--- config.mk ---
export PLATFORM = sky130hd
export DESIGN_NAME = tick_sched_ctrl
export DESIGN_NICKNAME = d
export VERILOG_FILES = /design/src/rtl/tick_sched_pkg.sv /design/src/rtl/tick_sched_ctrl_period_counter.sv /design/src/rtl/tick_sched_ctrl.sv
export SDC_FILE = /design/constraint.sdc
export NUM_CORES = 1
export LEC_CHECK = 0
export CORE_ASPECT_RATIO = 0.75
export CORE_MARGIN = 1
export CORE_UTILIZATION = 40
export CTS_BUF_LIST = sky130_fd_sc_hd__clkbuf_16
export CTS_CLUSTER_DIAMETER = 60
export DETAILED_ROUTE_END_ITERATION = 6
export GPL_ROUTABILITY_DRIVEN = 0
export PLACE_DENSITY = 0.59
export SYNTH_ARGS = -nofsm -noshare
export SYNTH_HDL_FRONTEND = slang
export SYNTH_SLANG_ARGS = --single-unit
--- constraint.sdc ---
create_clock -name clk_10MHz_i -period 7.1 [get_ports clk_10MHz_i]
set_input_delay 1.775 -clock clk_10MHz_i [delete_from_list [all_inputs] [get_ports clk_10MHz_i]]
set_output_delay 1.775 -clock clk_10MHz_i [all_outputs]
set_load 0.02 [all_outputs]
--- src/rtl/tick_sched_pkg.sv ---
// Shared types and default widths for the tick scheduler.
// Used by the period counter and the controller.
package tick_sched_pkg;

  localparam int CNT_W_DEF   = 28;
  localparam int BURST_W_DEF = 16;
  localparam int DEF_DIV_DEF = 10;

  typedef enum logic [1:0] {
    IDLE  = 2'd0,
    RUN   = 2'd1,
    BURST = 2'd2
  } state_t;

  typedef enum logic {
    MODE_RUN   = 1'b0,
    MODE_BURST = 1'b1
  } mode_t;

endpackage

--- src/rtl/tick_sched_ctrl_period_counter.sv ---
// Period counter: counts 0..div and emits a one-cycle tick on the match.
// The counter resets on the match itself, so it can never pass div and wrap.
module period_counter
  import tick_sched_pkg::*;
#(
  parameter int CNT_W = CNT_W_DEF
) (
  input  logic             clk_i,
  input  logic             rst_i,
  input  logic             clear_i,
  input  logic             enable_i,
  input  logic [CNT_W-1:0] div_i,
  output logic             tick_o
);

  logic [CNT_W-1:0] cnt_q, cnt_d;

  always_comb begin
    tick_o = enable_i & (cnt_q == div_i);
    cnt_d  = cnt_q;
    if (clear_i) begin
      cnt_d = '0;
    end else if (enable_i) begin
      cnt_d = tick_o ? '0 : cnt_q + 1'b1;
    end
  end

  always_ff @(posedge clk_i or posedge rst_i) begin
    if (rst_i) begin
      cnt_q <= '0;
    end else begin
      cnt_q <= cnt_d;
    end
  end

endmodule

--- src/rtl/tick_sched_ctrl.sv ---
// Run-time controller for the clock-divide path: FSM, shadow configuration
// slot and burst tick counter around a single period counter.
module tick_sched_ctrl
  import tick_sched_pkg::*;
#(
  parameter int CNT_W   = CNT_W_DEF,
  parameter int DEF_DIV = DEF_DIV_DEF,
  parameter int BURST_W = BURST_W_DEF
) (
  input  logic               clk_10MHz_i,
  input  logic               rst_i,
  input  logic               cfg_valid_i,
  output logic               cfg_ready_o,
  input  logic [CNT_W-1:0]   cfg_div_i,
  input  logic               cfg_mode_i,
  input  logic [BURST_W-1:0] cfg_burst_i,
  input  logic               start_i,
  input  logic               stop_i,
  output logic               tick_o,
  output logic               clk_div_o,
  output logic               busy_o,
  output logic               done_o
);

  state_t               state_q, state_d;
  mode_t                mode_q, mode_d, sh_mode_q, sh_mode_d;
  logic [CNT_W-1:0]     div_q, div_d, sh_div_q, sh_div_d;
  logic [BURST_W-1:0]   burst_len_q, burst_len_d, sh_burst_q, sh_burst_d;
  logic [BURST_W-1:0]   burst_run_q, burst_run_d, tick_cnt_q, tick_cnt_d;
  logic                 sh_full_q, sh_full_d;
  logic                 clk_div_q, clk_div_d, busy_q, busy_d;
  logic                 cnt_clear, cnt_en, tick, cfg_hs, done, burst_last;

  period_counter #(.CNT_W(CNT_W)) u_period_counter (
    .clk_i    (clk_10MHz_i),
    .rst_i    (rst_i),
    .clear_i  (cnt_clear),
    .enable_i (cnt_en),
    .div_i    (div_q),
    .tick_o   (tick)
  );

  always_comb begin
    cfg_hs     = cfg_valid_i & ~sh_full_q;
    cnt_clear  = (state_q == IDLE) | stop_i;
    cnt_en     = ~stop_i & ((state_q == RUN) |
                            ((state_q == BURST) & (burst_run_q != '0)));
    burst_last = ({1'b0, tick_cnt_q} + (BURST_W + 1)'(1)) == {1'b0, burst_run_q};
    done       = (state_q == BURST) & ~stop_i &
                 ((burst_run_q == '0) | (tick & burst_last));

    state_d     = state_q;
    mode_d      = mode_q;
    div_d       = div_q;
    burst_len_d = burst_len_q;
    burst_run_d = burst_run_q;
    tick_cnt_d  = tick_cnt_q;
    sh_mode_d   = sh_mode_q;
    sh_div_d    = sh_div_q;
    sh_burst_d  = sh_burst_q;
    sh_full_d   = sh_full_q;

    if (state_q == IDLE) begin
      if (cfg_hs) begin
        div_d       = cfg_div_i;
        mode_d      = mode_t'(cfg_mode_i);
        burst_len_d = cfg_burst_i;
      end
      if (start_i & ~stop_i) begin
        state_d     = (mode_q == MODE_BURST) ? BURST : RUN;
        burst_run_d = burst_len_q;
        tick_cnt_d  = '0;
      end
    end else begin
      if (stop_i | done) begin
        state_d = IDLE;
      end
      if (tick & (state_q == BURST)) begin
        tick_cnt_d = tick_cnt_q + 1'b1;
      end
      // Pending config lands on a period boundary, or as the block goes idle.
      if (sh_full_q & (tick | (state_d == IDLE))) begin
        div_d       = sh_div_q;
        mode_d      = sh_mode_q;
        burst_len_d = sh_burst_q;
        sh_full_d   = 1'b0;
      end
      if (cfg_hs) begin
        if (state_d == IDLE) begin
          div_d       = cfg_div_i;
          mode_d      = mode_t'(cfg_mode_i);
          burst_len_d = cfg_burst_i;
        end else begin
          sh_div_d   = cfg_div_i;
          sh_mode_d  = mode_t'(cfg_mode_i);
          sh_burst_d = cfg_burst_i;
          sh_full_d  = 1'b1;
        end
      end
    end

    clk_div_d = (state_d == IDLE) ? 1'b0 : (tick ? ~clk_div_q : clk_div_q);
    busy_d    = (state_d != IDLE);
  end

  always_ff @(posedge clk_10MHz_i or posedge rst_i) begin
    if (rst_i) begin
      state_q     <= IDLE;
      mode_q      <= MODE_RUN;
      div_q       <= CNT_W'(DEF_DIV);
      burst_len_q <= BURST_W'(1);
      burst_run_q <= BURST_W'(1);
      tick_cnt_q  <= '0;
      sh_mode_q   <= MODE_RUN;
      sh_div_q    <= '0;
      sh_burst_q  <= '0;
      sh_full_q   <= 1'b0;
      clk_div_q   <= 1'b0;
      busy_q      <= 1'b0;
    end else begin
      state_q     <= state_d;
      mode_q      <= mode_d;
      div_q       <= div_d;
      burst_len_q <= burst_len_d;
      burst_run_q <= burst_run_d;
      tick_cnt_q  <= tick_cnt_d;
      sh_mode_q   <= sh_mode_d;
      sh_div_q    <= sh_div_d;
      sh_burst_q  <= sh_burst_d;
      sh_full_q   <= sh_full_d;
      clk_div_q   <= clk_div_d;
      busy_q      <= busy_d;
    end
  end

  assign tick_o      = tick;
  assign done_o      = done;
  assign clk_div_o   = clk_div_q;
  assign busy_o      = busy_q;
  assign cfg_ready_o = ~sh_full_q;

endmodule

* Word-level counts from Yosys, hierarchy flattened
Index checks and enable logic that the tools add are counted.
Operators by class: $add $sub $neg 3, eq/ne operators 6, multiplexer cells 31, bitwise gates (word level) 20, reductions and logical operators 12
Operators by type and width (number):
- two-way mux 28 bit | 8
- two-way mux 16 bit | 8
- adder 28 x 1 -> 28 bit, second input constant | 1
- == test 28 bit | 1
- adder 16 x 1 -> 17 bit, second input constant | 1
- == test 17 x 16 -> 1 bit | 1
- adder 16 x 1 -> 16 bit, second input constant | 1
- zero test 16 bit | 1
- nonzero test 16 bit | 1
- bitwise AND 1 bit | 10
- two-way mux 1 bit | 10
- two-way mux 2 bit | 5
- nonzero test 2 bit | 4
- zero test 2 bit | 3
- inverter 1 bit | 5
- bitwise OR 1 bit | 5
- AND reduction 2 bit | 2
- AND reduction 3 bit | 1
- == test 2 x 1 -> 1 bit, second input constant | 1
- == test 2 bit, second input constant | 1
- != test 2 x 1 -> 1 bit, second input constant | 1
- != test 2 bit, second input constant | 1
Storage, ports and cells: bits in registers 155, bits of input ports 50, output and inout bits 5, word-level logic and storage cells 85

* Depth between registers and ports, before layout
Gate-level depths: netlist of the first run.
depth after elaboration 18, depth in mapped cells 11, gate-level depth less buffers 9

* By module
A second synthesis of the first run with hierarchy kept.
Unflattened totals: cell total of the unflattened synthesis 701, area total of the unflattened synthesis 7951.4 um2
Modules (own cells, without submodules):
- tick_sched_ctrl | instances 1, cells each 485, area each 6094.6 um2
- period_counter | instances 1, cells each 216, area each 1856.8 um2

* Worst setup path after synthesis of the first run
OpenSTA, ideal clock, no wires.
path type input -> output, start input port stop_i, end output port done_o, arrival time 3.439 ns, required time 5.325 ns, slack 1.886 ns, stages 7, path buffers 1, cell sequence clkbuf_1 -> nor2_1 -> a21boi_1 -> nand3_2 -> nand4b_2 -> o21a_1 -> nor3_1
On the way: word-level cells in the longest chain between the ends 6
Ends and longest elaborated chain:
- start: declaration | line tick_sched_ctrl.sv:18 | input logic stop_i,
- inverter 1 bit (*) | line tick_sched_ctrl.sv:46, tick_sched_ctrl.sv:49
- bitwise AND 1 bit | line tick_sched_ctrl.sv:46 | cnt_en = ~stop_i & ((state_q == RUN) |
- bitwise AND 1 bit | line tick_sched_ctrl_period_counter.sv:19 | tick_o = enable_i & (cnt_q == div_i);
- bitwise AND 1 bit | line tick_sched_ctrl.sv:50 | ((burst_run_q == '0) | (tick & burst_last));
- bitwise OR 1 bit | line tick_sched_ctrl.sv:50
- bitwise AND 1 bit (*) | line tick_sched_ctrl.sv:49 | done = (state_q == BURST) & ~stop_i &
- end: declaration | line tick_sched_ctrl.sv:22 | output logic done_o
Mark *: on every way between the ends. The rest lies on a longest branch, timed or not.

* Worst setup path after layout of the first run
Ends and elaborated chain as after synthesis.

==> qor.yml, run 1 <==
cells_and_area:
  final_common_cell: "dfrtp_1"
  fill_cells: 1704
  final_cell_mix: "151 x dfrtp_1, 73 x nand2_1, 54 x clkdlybuf4s50_1"
  postLayoutCoreUtil: 0.4790
  area_growth_pct: 16.51
  stdcell_area_um2: 8916
  final_layout_size_suffix_gt1_frac: 0.1649
  n_antenna_cell: 0
  nets: 785
sta:
  fin_tns_setup_ns: 0
  tightest_slew_ns: 1.287
  finalCriticalPeriod_ns: 6.431
  fmax_mhz: 155.5
  rsz0062_at_grt: "false"
  setup_violations: 0
  finClkSkew_ns: 0.01176
  maxSlewHeadroom: 0.1377
  hold_viol: 0
  period_share: 0.9058
  final_max_slew_viol_count: 0
clock_tree:
  clockRootBuffer: "clkbuf_16"
  cts.sinks: 155
  ctsHoldBuffers: 0
  cts_max_level: 4
  cts_tree: "done"
  clk-insertion-delay-late_ns: 0.43
  post_cts_buffers: 0
  ctsResizeCount: 0
  clk_path_buf_depth: 2
  cts_made_buffers: 17
  path_clk_slew_ns: 0.06
global_routing:
  grt_util_all_layers: 0.1925
  antenna_found_initial: 0
  grt_pass1_wl_um: 29010
  grt-ovfl-total: 0
  grt_max_degree: 106
  grt_pass1_vias: 5350
die:
  dieArea_um2: 19690
  rows: 43
  dieWidth_um: 161.7
  initial_core_util: 0.4111
  core-area_um2: 18620
  io_pins: 55
  die_h_um: 121.8
status:
  outcome: "finished clean"
detailed_routing:
  wirelength_um: 17470
  wl_per_cell_um: 17.59
  viasPerCell: 5.518
  detail-route-antenna-nets: 0
  firstDrtPassIters: 5
  first_iter_violations: 401
  vias: 5479
  drc_errors: 0
yosys:
  synth_top_family_by_area: "simple AND/OR/NAND/NOR gates"
  synthesis.nets: 745
  synth_fa_ha_area_frac: 0.003270
  synth_simple_gate_area_frac: 0.1699
  synth-compound-area-share: 0.1275
  synth.distinct_cells: 58
  avgSynthCellArea_um2: 11.04
  synthMuxAreaShare: 0.07014
  ys.warnings.count: 0
  yosys_register_bits: 155
  synthesis.area_um2: 7652
  synth-edff-count: 0
  seq_area_frac_synth: 0.5075
  synthFlopType: "dfrtp_1"
  netlist_instances: 693
  synth_xor_area_frac: 0.08649
  async_flop_share: 1.000
place:
  post-dp-hpwl_um: 11680
  placed_area_um2: 8338
  io_buffers: 54
worst_setup_path:
  path_max_fanout: 10
  worst_ep_required_time_ns: 5.33
  arrival_ns: 4.66
  critPathKind: "primary input to output port"
  start_kind: "primary input"
  critPathCaptureType: "output port"
pwr:
  p_leak_nw: 3.595
  power_density_nw_per_um2: 351.2
  ir_drop_mv: 0.1243
job:
  maxCapViolCount: 0
hold_path:
  hold_path_class: "flop to flop"
==> metal layers <==
| metal | vias up | routed length (µm) | part of all wire | global-route usage |
|---|---|---|---|---|
| met5 | - | 0 | 0 | 0 |
| li1 | 2557 | - | - | - |
| met4 | 0 | 242 | 0.014 | 0.06663 |
| met2 | 135 | 7448 | 0.43 | 0.2772 |
| met3 | 19 | 826 | 0.047 | 0.03166 |
| met1 | 2768 | 8952 | 0.51 | 0.2909 |
==> critical path: stages <==
cell	delay, ns
clkdlybuf4s50_1	0.57
nor2_1	0.29
a21boi_1	0.34
nand3_2	0.18
nand4b_2	0.35
o21a_1	0.28
nor3_1	0.21
clkdlybuf4s50_1	0.65
==> stage by stage <==
step	cells	worst slack [ns]	total power, W	hold WS (ns)
finish	993	0.6690	0.003132	0.4580
global route	993	0.5129	0.003316	0.5108
CTS	993	0.7030	0.003166	0.4605
detailed placement	961	0.7122	0.002255	0.4558
global placement	961	0.8597	0.002218	0.4569
floorplan	693	1.153	0.002019	0.4345
==> cell families after synthesis <==
family          after synthesis
simple gates                250
flops                       155
compound gates              112
xor+xnor                     74
buf+inv                      52
mux                          48
fa+ha+maj                     2
==> sequential cells by signal, summed over array words and instances (netlist names) <==
signal                  count
div_q                      28
state_q                     2
sh_mode_q                   1
clk_div_o                   1
sh_full_q                   1
busy_o                      1
tick_cnt_q                 16
burst_run_q                16
sh_div_q                   28
burst_len_q                16
u_period_counter.cnt_q     28
sh_burst_q                 16
mode_q                      1
==> worst paths after layout <==
check / from / endpoint / slack [ns] / depth (start not counted)
max reg2reg: u_period_counter.cnt_q[0]$_DFFE_PP0P_ / div_q[16]$_DFFE_PP0P_ / 3.51 / 8
min in group asynchronous: rst_i / sh_burst_q[4]$_DFFE_PP0P_ / 1.89 / 2
max in group asynchronous: rst_i / sh_div_q[6]$_DFFE_PP0P_ / 3.90 / 3
min: burst_len_q[0]$_DFFE_PP1P_ / burst_run_q[0]$_DFFE_PP1P_ / 0.46 / 2
min reg2reg: burst_len_q[0]$_DFFE_PP1P_ / burst_run_q[0]$_DFFE_PP1P_ / 0.46 / 2
max: stop_i / done_o / 0.67 / 8
==> report_power, final <==
part	switching [W]	leakage, nW	total [W]	internal [W]
Sequential	0.000246	1.91	0.00145	0.00120
Combinational	0.000361	1.40	0.000786	0.000425
Clock	0.000378	0.283	0.000896	0.000519
==> cell usage after synthesis (all sizes together) (3+ instances only) <==
| master | count | area share |
|---|---|---|
| buf | 16 | 0.017 |
| mux2 | 45 | 0.066 |
| and2 | 3 | 0.0025 |
| nand3 | 21 | 0.014 |
| clkbuf | 21 | 0.011 |
| dfrtp | 151 | 0.49 |
| nor4 | 8 | 0.0065 |
| o221a | 45 | 0.066 |
| inv | 15 | 0.0074 |
| o211ai | 5 | 0.0056 |
| nor2 | 45 | 0.022 |
| nor3 | 4 | 0.0026 |
| xor2 | 40 | 0.046 |
| o31ai | 8 | 0.0078 |
| and3 | 5 | 0.0041 |
| mux2i | 3 | 0.0039 |
| nor2b | 5 | 0.0041 |
| xnor2 | 33 | 0.038 |
| nand2b | 44 | 0.036 |
| nand2 | 73 | 0.036 |
| and4 | 5 | 0.0057 |
| dfstp | 4 | 0.014 |
| a21oi | 9 | 0.0074 |
| a31oi | 3 | 0.0025 |
| o21ai | 23 | 0.016 |
| o41ai | 6 | 0.0078 |
| or4 | 5 | 0.0049 |
| nand4 | 16 | 0.014 |
| or2b | 8 | 0.0078 |
==> final cells by class <==
type                            instances  area (µm²)  share of cell area
Inverter                               15       61.31            0.006876
Clock buffer                           17       425.4             0.04771
Tap cell                              247       309.0             0.03466
Multi-Input combinational cell        486        3513              0.3941
Sequential cell                       155        3884              0.4356
Timing Repair Buffer                   58       570.5             0.06399
Clock inverter                         15       152.6             0.01712
Power figures use the tool's default switching activity.
==> run 2: changes to the inputs <==
DONT_BUFFER_PORTS = 1   (was default)
PLACE_DENSITY = 0.55   (was 0.59)
==> run 2 against run 1 <==
Effect of this change: sequential share of layout area rose by 2.8 points; combinational power decreased by 5.3%; critical path depth fell by 2; clock-buffer cell count unchanged; power down 1.2%; worst setup slack gained 0.94 ns; non-clock buffer count shrank 54; global-route usage fell by 0.096 points; first-iteration DRC count shrank 4.7%; cell area is 6.1% lower; worst hold slack worse by 0.0063 ns; register-to-register slack worse by 0.30 ns; largest cell class unchanged.
==> qor.yml, run 2 (same netlist as run 1, synthesis figures left out) <==
global_routing:
  grt_pass1_vias: 5281  # was 5350
  grt-ovfl-total: 0  # unchanged
  grt_util_all_layers: 0.1915  # was 0.1925
  antenna_found_initial: 0  # unchanged
  grt_max_degree: 102  # was 106
  grt_pass1_wl_um: 28920  # was 29010 µm
sta:
  setup_ws_ns: 1.608  # was 0.6690 ns
  rsz0062_at_grt: "false"  # unchanged
  fin_tns_setup_ns: 0  # unchanged
  hold_viol: 0  # unchanged
  finClkSkew_ns: 0.01056  # was 0.01176 ns
  finalCriticalPeriod_ns: 5.492  # was 6.431 ns
  setup_violations: 0  # unchanged
  fmax_mhz: 182.1  # was 155.5 MHz
  final_max_slew_viol_count: 0  # unchanged
  whs_ns: 0.4517  # was 0.4580 ns
  period_share: 0.7735  # was 0.9058
  tightest_slew_ns: 1.277  # was 1.287 ns
  maxSlewHeadroom: 0.1445  # was 0.1377
cells_and_area:
  area_growth_pct: 9.451  # was 16.51%
  final_layout_size_suffix_gt1_frac: 0.1763  # was 0.1649
  postLayoutCoreUtil: 0.4499  # was 0.4790
  final_common_cell: "dfrtp_1"  # unchanged
  n_antenna_cell: 0  # unchanged
  largestRegisters: "div_q x28, sh_div_q x28, u_period_counter.cnt_q x28"  # unchanged
  nets: 731  # was 785
  stdcell_area_um2: 8376  # was 8916 µm²
  final_cell_mix: "151 x dfrtp_1, 73 x nand2_1, 45 x o221a_2, 45 x nor2_1, 44 x nand2b_1"  # was 151 x dfrtp_1, 73 x nand2_1, 54 x clkdlybuf4s50_1
clock_tree:
  ctsResizeCount: 0  # unchanged
  cts_tree: "done"  # unchanged
  cts_made_buffers: 17  # unchanged
  clk-insertion-delay-late_ns: 0.43  # about the same
  cts.sinks: 155  # unchanged
  clockRootBuffer: "clkbuf_16"  # unchanged
  post_cts_buffers: 0  # unchanged
  ctsHoldBuffers: 0  # unchanged
  cts_max_level: 4  # unchanged
  path_clk_slew_ns: 0.06  # about the same
  clk_path_buf_depth: 2  # unchanged
place:
  post-dp-hpwl_um: 11410  # was 11680 µm
  post-place-ws_ns: 1.644  # was 0.7122 ns
  io_buffers: 0  # was 54
  placed_area_um2: 7797  # was 8338 µm²
die:
  io_pins: 55  # unchanged
  dieArea_um2: 19690  # unchanged
  core-area_um2: 18620  # unchanged
  dieWidth_um: 161.7  # unchanged
  die_h_um: 121.8  # unchanged
  rows: 43  # unchanged
  initial_core_util: 0.4111  # unchanged
worst_setup_path:
  startpoint: "stop_i"  # unchanged
  start_kind: "primary input"  # unchanged
  r2r_start: "tick_cnt_q[0]$_DFFE_PP0P_"  # was u_period_counter.cnt_q[0]$_DFFE_PP0P_
  critPathKind: "primary input to output port"  # unchanged
  path_max_fanout: 10  # unchanged
  worst_ep_required_time_ns: 5.33  # about the same
  critPathCaptureType: "output port"  # unchanged
  arrival_ns: 3.72  # was 4.66 ns
pwr:
  p_leak_nw: 3.392  # was 3.595 nW
  ir_drop_mv: 0.1593  # was 0.1243 mV
  power_density_nw_per_um2: 369.3  # was 351.2 nW/µm²
detailed_routing:
  first_iter_violations: 382  # was 401
  wl_per_cell_um: 18.33  # was 17.59 µm
  drc_errors: 0  # unchanged
  vias: 5112  # was 5479
  wirelength_um: 17210  # was 17470 µm
  detail-route-antenna-nets: 0  # unchanged
  viasPerCell: 5.444  # was 5.518
  firstDrtPassIters: 5  # unchanged
hold_path:
  worstHoldStart: "burst_len_q[0]$_DFFE_PP1P_"  # unchanged
  hold_path_class: "flop to flop"  # unchanged
status:
  outcome: "finished clean"  # unchanged
job:
  maxCapViolCount: 0  # unchanged
## run 2: worst paths after layout
check	end	cells past startpoint	slack (ns)
worst min register to register	burst_run_q[0]$_DFFE_PP1P_	2	0.45
max in group asynchronous	u_period_counter.cnt_q[24]$_DFFE_PP0P_	2	4.42
worst max-delay path	done_o	6	1.61
worst max register to register	sh_div_q[26]$_DFFE_PP0P_	10	3.21
min in group asynchronous	sh_burst_q[2]$_DFFE_PP0P_	1	1.40
worst min-delay path	burst_run_q[0]$_DFFE_PP1P_	2	0.45
## run 2: where the power goes
part | switching (W) | internal (W) | leakage [nW]
combinational | 0.000348 | 0.000396 | 1.19
sequential | 0.000250 | 0.00120 | 1.91
clock | 0.000378 | 0.000518 | 0.290
total | 0.000976 | 0.00212 | 3.39
## run 2: final cells by class
type	instances	area (µm²)
fill	1742	10240
sequential	155	3884
multi-input combinational	486	3513
clock buffer	17	425.4
tap	247	309.0
clock inverter	15	152.6
inverter	15	61.31
timing repair buffer	4	30.03
## run 2: metrics by stage
step	std cells	power, W
6_report	939	0.003093
3_3_place_gp	907	0.002189
3_5_place_dp	907	0.002217
4_1_cts	939	0.003125
5_1_grt	939	0.003292
2_1_floorplan	693	0.002019
## run 2: critical path: stages
cell and delay (ns):
nor2_1 0.14, a21boi_1 0.29, nand3_2 0.17, nand4b_2 0.34
o21a_1 0.28, nor3_1 0.71
## run 2: routing by layer
metal / vias up / wire length [µm] / global-route usage
met5: - / 0 / 0
met4: 0 / 209 / 0.05542
met3: 20 / 940 / 0.05243
met2: 89 / 7337 / 0.2813
met1: 2563 / 8727 / 0.2756
li1: 2440 / - / -
==> run 3: changes to the inputs <==
PLACE_DENSITY = 0.57   (was 0.55)
clock period = 5 ns   (was 7.1 ns; I/O delays follow)
==> run 3 against run 2 <==
Effect of this change: combinational power is 42% higher; die area stayed put; clock-buffer cell count stayed put; register-to-register slack worse by 2.0 ns; worst setup slack worse by 1.1 ns; global-route usage is 0.092 points lower; first-iteration DRC count is 12% higher; critical path depth is 3 higher; sequential share of layout area is 0.13 points lower; clock skew is 0.0025 ns higher; critical endpoint unchanged; cell area is 0.28% higher.
==> qor.yml, run 3 (same netlist as run 1, synthesis figures left out) <==
hold_path:
  hold-path-endpoint: "burst_run_q[0]$_DFFE_PP1P_"  # unchanged
  worstHoldStart: "burst_len_q[0]$_DFFE_PP1P_"  # unchanged
  hold_path_depth: 2  # unchanged
  hold_path_class: "flop to flop"  # unchanged
cells_and_area:
  register_area_um2: 3884  # unchanged
  final_common_cell: "dfrtp_1"  # unchanged
  nets: 734  # was 731
  final_layout_size_suffix_gt1_frac: 0.1799  # was 0.1763
  fill_cells: 1763  # was 1742
  multi_input_area_um2: 3513  # unchanged
  final_cell_mix: "151 x dfrtp_1, 73 x nand2_1, 45 x o221a_2, 45 x nor2_1, 44 x nand2b_1"  # unchanged
  area_growth_pct: 9.761  # was 9.451%
  largestRegisters: "div_q x28, sh_div_q x28, u_period_counter.cnt_q x28"  # unchanged
  n_antenna_cell: 0  # unchanged
pwr:
  p_int_w: 0.002962  # was 0.002117 W
  pwr-share-comb: 0.244  # was 0.240
  clockPowerShare: 0.283  # was 0.290
  p_sw_frac: 0.3210  # was 0.3156
  seqPwrFrac: 0.473  # was 0.470
  p_leak_nw: 3.391  # was 3.392 nW
  p_switching_w: 0.001400  # was 0.0009763 W
  power_density_nw_per_um2: 519.4  # was 369.3 nW/µm²
  ir_drop_mv: 0.2157  # was 0.1593 mV
  p_total_w: 0.004363  # was 0.003093 W
clock_tree:
  cts.sinks: 155  # unchanged
  cts_made_buffers: 17  # unchanged
  cts_tree: "done"  # unchanged
  ctsResizeCount: 0  # unchanged
  clk-insertion-delay-late_ns: 0.43  # about the same
  ctsHoldBuffers: 0  # unchanged
  post_cts_buffers: 0  # unchanged
  path_clk_slew_ns: 0.07  # was 0.06 ns
  clockRootBuffer: "clkbuf_16"  # unchanged
  cts_max_level: 4  # unchanged
  clk_path_buf_depth: 2  # unchanged
detailed_routing:
  first_iter_violations: 429  # was 382
  firstDrtPassIters: 5  # unchanged
  wirelength_um: 17280  # was 17210 µm
  detail-route-antenna-nets: 0  # unchanged
  drc_errors: 0  # unchanged
  vias: 5161  # was 5112
  wl_per_cell_um: 18.35  # was 18.33 µm
  viasPerCell: 5.479  # was 5.444
global_routing:
  grt_pass1_wl_um: 28450  # was 28920 µm
  antenna_found_initial: 0  # unchanged
  grt_pass1_vias: 5073  # was 5281
  grt-ovfl-total: 0  # unchanged
  grt_util_all_layers: 0.1906  # was 0.1915
  grt_max_degree: 156  # was 102
sta:
  setup_ws_ns: 0.4661  # was 1.608 ns
  finalCriticalPeriod_ns: 4.534
  rsz0062_at_grt: "false"  # unchanged
  finClkSkew_ns: 0.01304  # was 0.01056 ns
  final_max_slew_viol_count: 0  # unchanged
  fmax_mhz: 220.6
  period_share: 0.9068
  hold_viol: 0  # unchanged
  setup_violations: 0  # unchanged
  maxSlewHeadroom: 0.1740  # was 0.1445
  fin_tns_setup_ns: 0  # unchanged
  tightest_slew_ns: 1.233  # was 1.277 ns
  whs_ns: 0.4624  # was 0.4517 ns
worst_setup_path:
  r2r-end: "sh_div_q[26]$_DFFE_PP0P_"  # unchanged
  reg2reg_slack_ns: 1.26  # was 3.21 ns
  arrival_ns: 3.28  # was 3.72 ns
  path_max_fanout: 7  # was 10
  worst_ep_required_time_ns: 3.75  # was 5.33 ns
  r2r_start: "tick_cnt_q[0]$_DFFE_PP0P_"  # unchanged
  rr_worst_depth: 10  # unchanged
  start_kind: "flop"  # was primary input
  critPathKind: "flop to output port"  # was primary input to output port
  critPathCaptureType: "output port"  # unchanged
place:
  io_buffers: 0  # unchanged
  post-dp-hpwl_um: 11350  # was 11410 µm
  post-place-ws_ns: 0.7483  # was 1.644 ns
status:
  outcome: "finished clean"  # unchanged
die:
  dieArea_um2: 19690  # unchanged
  dieWidth_um: 161.7  # unchanged
  io_pins: 55  # unchanged
  core-area_um2: 18620  # unchanged
  initial_core_util: 0.4111  # unchanged
  rows: 43  # unchanged
  die_h_um: 121.8  # unchanged
job:
  maxCapViolCount: 0  # unchanged
[run 3: cell types whose count changed in the layout (fill, tap and decap cells not counted)]
| cell | change |
|---|---|
| buf_12 | +2 |
| buf_4 | +1 |
| bufinv_16 | -1 |
| clkinv_4 | -2 |
| clkinvlp_4 | +4 |
| inv_6 | -2 |
| inv_8 | +1 |
[run 3: critical path, stage by stage, from the launching register on]
cell and delay [ns]:
dfrtp_1 0.47, ha_1 0.29, nand3_1 0.26, nor4_1 0.61
mux2i_1 0.16, mux2i_1 0.20, inv_1 0.09, o21a_1 0.22
nor3_1 0.34, buf_4 0.22
[run 3: power groups by stage]
stage	registers [W]	clock network [W]	logic [W]
after floorplan	0.00194	0	0.000930
after global placement	0.00207	0	0.00105
after detailed placement	0.00208	0	0.00108
after CTS	0.00206	0.00126	0.00108
after global routing	0.00212	0.00132	0.00118
final	0.00206	0.00124	0.00106
[run 3: final cells by class]
| class | instances | area share |
|---|---|---|
| sequential | 155 | 0.4624 |
| multi-input combinational | 486 | 0.4183 |
| clock buffer | 17 | 0.05065 |
| tap | 247 | 0.03679 |
| clock inverter | 15 | 0.01549 |
| timing repair buffer | 7 | 0.009236 |
| inverter | 15 | 0.007150 |
[run 3: per-layer routing]
| metal | track usage | vias up | part of all wire |
|---|---|---|---|
| met4 | 0.06073 | 0 | 0.0098 |
| li1 | - | 2455 | - |
| met5 | 0 | - | 0 |
| met2 | 0.2567 | 115 | 0.42 |
| met1 | 0.2834 | 2579 | 0.50 |
| met3 | 0.06401 | 12 | 0.066 |
[run 3: how the worst max path moves through the flow]
stage	start	end	slack (ns)	cells after the start
2_1_floorplan	stop_i	done_o	0.84	7
3_3_place_gp	stop_i	done_o	0.88	7
3_5_place_dp	stop_i	done_o	0.75	7
4_1_cts	tick_cnt_q[0]$_DFFE_PP0P_	done_o	0.46	9
5_1_grt	tick_cnt_q[0]$_DFFE_PP0P_	done_o	0.13	9
6_report	tick_cnt_q[0]$_DFFE_PP0P_	done_o	0.47	9
[run 3: through the flow]
step	instances	area [µm²]	util
floorplan	693	7656	-
global placement	910	7844	0.4214
detailed placement	910	7844	0.4214
CTS	942	8399	0.4512
global route	942	8399	0.4512
finish	942	8399	0.4512
==> variant (settings of run 1) <==
Make the reset (`rst_i`) synchronous in 2 clocked blocks.
--- a/src/rtl/tick_sched_ctrl_period_counter.sv
+++ b/src/rtl/tick_sched_ctrl_period_counter.sv
@@ -25,7 +25,7 @@
     end
   end
 
-  always_ff @(posedge clk_i or posedge rst_i) begin
+  always_ff @(posedge clk_i) begin
     if (rst_i) begin
       cnt_q <= '0;
     end else begin
--- a/src/rtl/tick_sched_ctrl.sv
+++ b/src/rtl/tick_sched_ctrl.sv
@@ -103,7 +103,7 @@
     busy_d    = (state_d != IDLE);
   end
 
-  always_ff @(posedge clk_10MHz_i or posedge rst_i) begin
+  always_ff @(posedge clk_10MHz_i) begin
     if (rst_i) begin
       state_q     <= IDLE;
       mode_q      <= MODE_RUN;
Formal check against the unedited RTL: differs if rst_i is asserted again (counterexample within 4 cycles, from zero or initial values and one cycle with rst_i high); with rst_i held inactive, the same outputs for 4 cycles.
==> variant against run 1 <==
  * Cell area grew 5.8%
  * Setup slack better by 0.14 ns
  * Sequential share of layout area down 11 points
  * Global-route usage is 2.0 points higher
  * Area after synthesis grew 7.0%
  * Wire length increased by 22%
  * Register-to-register slack worse by 0.41 ns
  * Sequential cell count is the same
  * Critical path type unchanged
  * Synthesized cell count increased by 38%
  * Cell count up 24%
  * Die area increased by 6.9%
Power is not compared: it rests on default switching activity, and its combinational part moved more than twofold at a synthesized area within 25%.
==> variant: results <==
metrics = {
    "finish": {
        "antennaDiodeCount": 0,
        "drive_above_1_share": 0.1001,
        "fillCellCount": 1939,
        "nets": 1018,
        "multiInputGateArea_um2": 4532,
        "reg_top3": "div_q: 28 flops, sh_div_q: 28 flops, u_period_counter.cnt_q: 28 flops",
    },
    "yosys": {
        "ys.flop_type": "dfxtp_1",
        "synthTopCellsByCount": "155 x dfxtp_1, 94 x nor2_1, 60 x nand2_1",
        "ys_seq_area_frac": 0.3791,
        "synth_async_sr_flop_share": 0,
        "yosysWarnings": 0,
        "synth_area_per_cell_um2": 8.571,
        "synthTopCellsByArea": "dfxtp_1 38%, o211ai_2 6.1%, mux2i_1 5.5%, xnor2_1 5.5%, nor2_1 4.3%",
        "synth.distinct_cells": 59,
    },
    "grt": {
        "grtUsageTotal": 0.2126,
        "grt_pass1_vias": 6586,
        "grt_pass1_wl_um": 35650,
        "grt_max_degree": 55,
        "antenna_found_initial": 0,
    },
    "power_and_ir_drop": {
        "p_int_mw": 1.623,
        "leakagePower_nw": 3.647,
        "clockPowerShare": 0.470,
        "power_frac_comb": 0.098,
        "ir_worst_vdd_mv": 0.1036,
        "power_density_nw_per_um2": 229.3,
    },
    "worst_setup_path": {
        "cp_top_family": "simple AND/OR/NAND/NOR gates",
        "cpPeakStageDelay_ns": 0.61,
        "slowest_stage": "clkdlybuf4s50_1",
        "worstPathArrival_ns": 4.51,
        "cp_max_fo": 10,
    },
    "cts": {
        "path_clk_slew_ns": 0.07,
        "clk_path_buf_depth": 2,
        "cts-buffers-inserted": 17,
        "cts_resized": 0,
        "cts-root-buf": "clkbuf_16",
        "clock_latency_ns": 0.43,
        "htreeDepth": 4,
        "cts_setup_buffers": 0,
    },
    "placement": {
        "place_hpwl_um": 14050,
        "placed_cells": 1200,
        "io_buffer_count": 54,
        "place_area_um2": 8783,
        "pre_cts_ws_ns": 0.8738,
    },
    "route": {
        "dr.pass1.iters": 5,
        "viasPerCell": 5.549,
        "first_iter_violations": 442,
        "routed_wl_um": 21310,
        "wl_per_cell_um": 17.30,
    },
    "timing": {
        "worst_pin_slew_ns": 1.177,
        "worst_clock_skew_ns": 0.01375,
    },
    "hold_path": {
        "hp-class": "register to register",
    },
    "outcome": {
        "status": "finished, final reports clean",
    },
}
-- variant: cell count changes after synthesis, sizes merged, moves of 41 or more --
cell   before  now
dfrtp     151    0
mux2       45    0
mux2i       3   45
dfxtp       0  155
nor3b       0   44
o221a      45    0
a22oi       2   43
a21oi       9   51
nor2       45   94
-- variant: kinds of logic (layout without fill, tap and decap cells) --
logic type	count (synthesis)	count (layout)	share of synthesized area
simple gates	364	364	0.2354
flops	155	155	0.3791
fa+ha+maj	2	2	0.003057
xor+xnor	64	64	0.06848
mux	45	45	0.05503
compound gates	198	198	0.1853
buf+inv	127	151	0.07368
-- variant: per-layer routing --
metal,vias to the layer above,track usage,part of all wire
li1,3410,-,-
met4,0,0.04209,0.0056
met1,3252,0.3404,0.55
met5,-,0,0
met3,8,0.04463,0.054
met2,166,0.2840,0.39
-- variant: worst paths after layout --
| check | startpoint | end | slack, ns | cells past startpoint |
|---|---|---|---|---|
| max | stop_i | done_o | 0.81 | 8 |
| min | burst_len_q[5]$_SDFFE_PP0P_ | burst_run_q[5]$_SDFFE_PP0P_ | 0.47 | 2 |
| max reg2reg | div_q[21]$_SDFFE_PP0P_ | div_q[20]$_SDFFE_PP0P_ | 3.10 | 10 |
| min reg2reg | burst_len_q[5]$_SDFFE_PP0P_ | burst_run_q[5]$_SDFFE_PP0P_ | 0.47 | 2 |
-- variant: layout make-up --
class | instances | share of cell area
Multi-Input combinational cell | 673 | 0.4805
Tap cell | 253 | 0.03356
Sequential cell | 155 | 0.3290
Clock buffer | 17 | 0.04510
Clock inverter | 15 | 0.02361
Inverter | 55 | 0.02189
Timing Repair Buffer | 64 | 0.06633
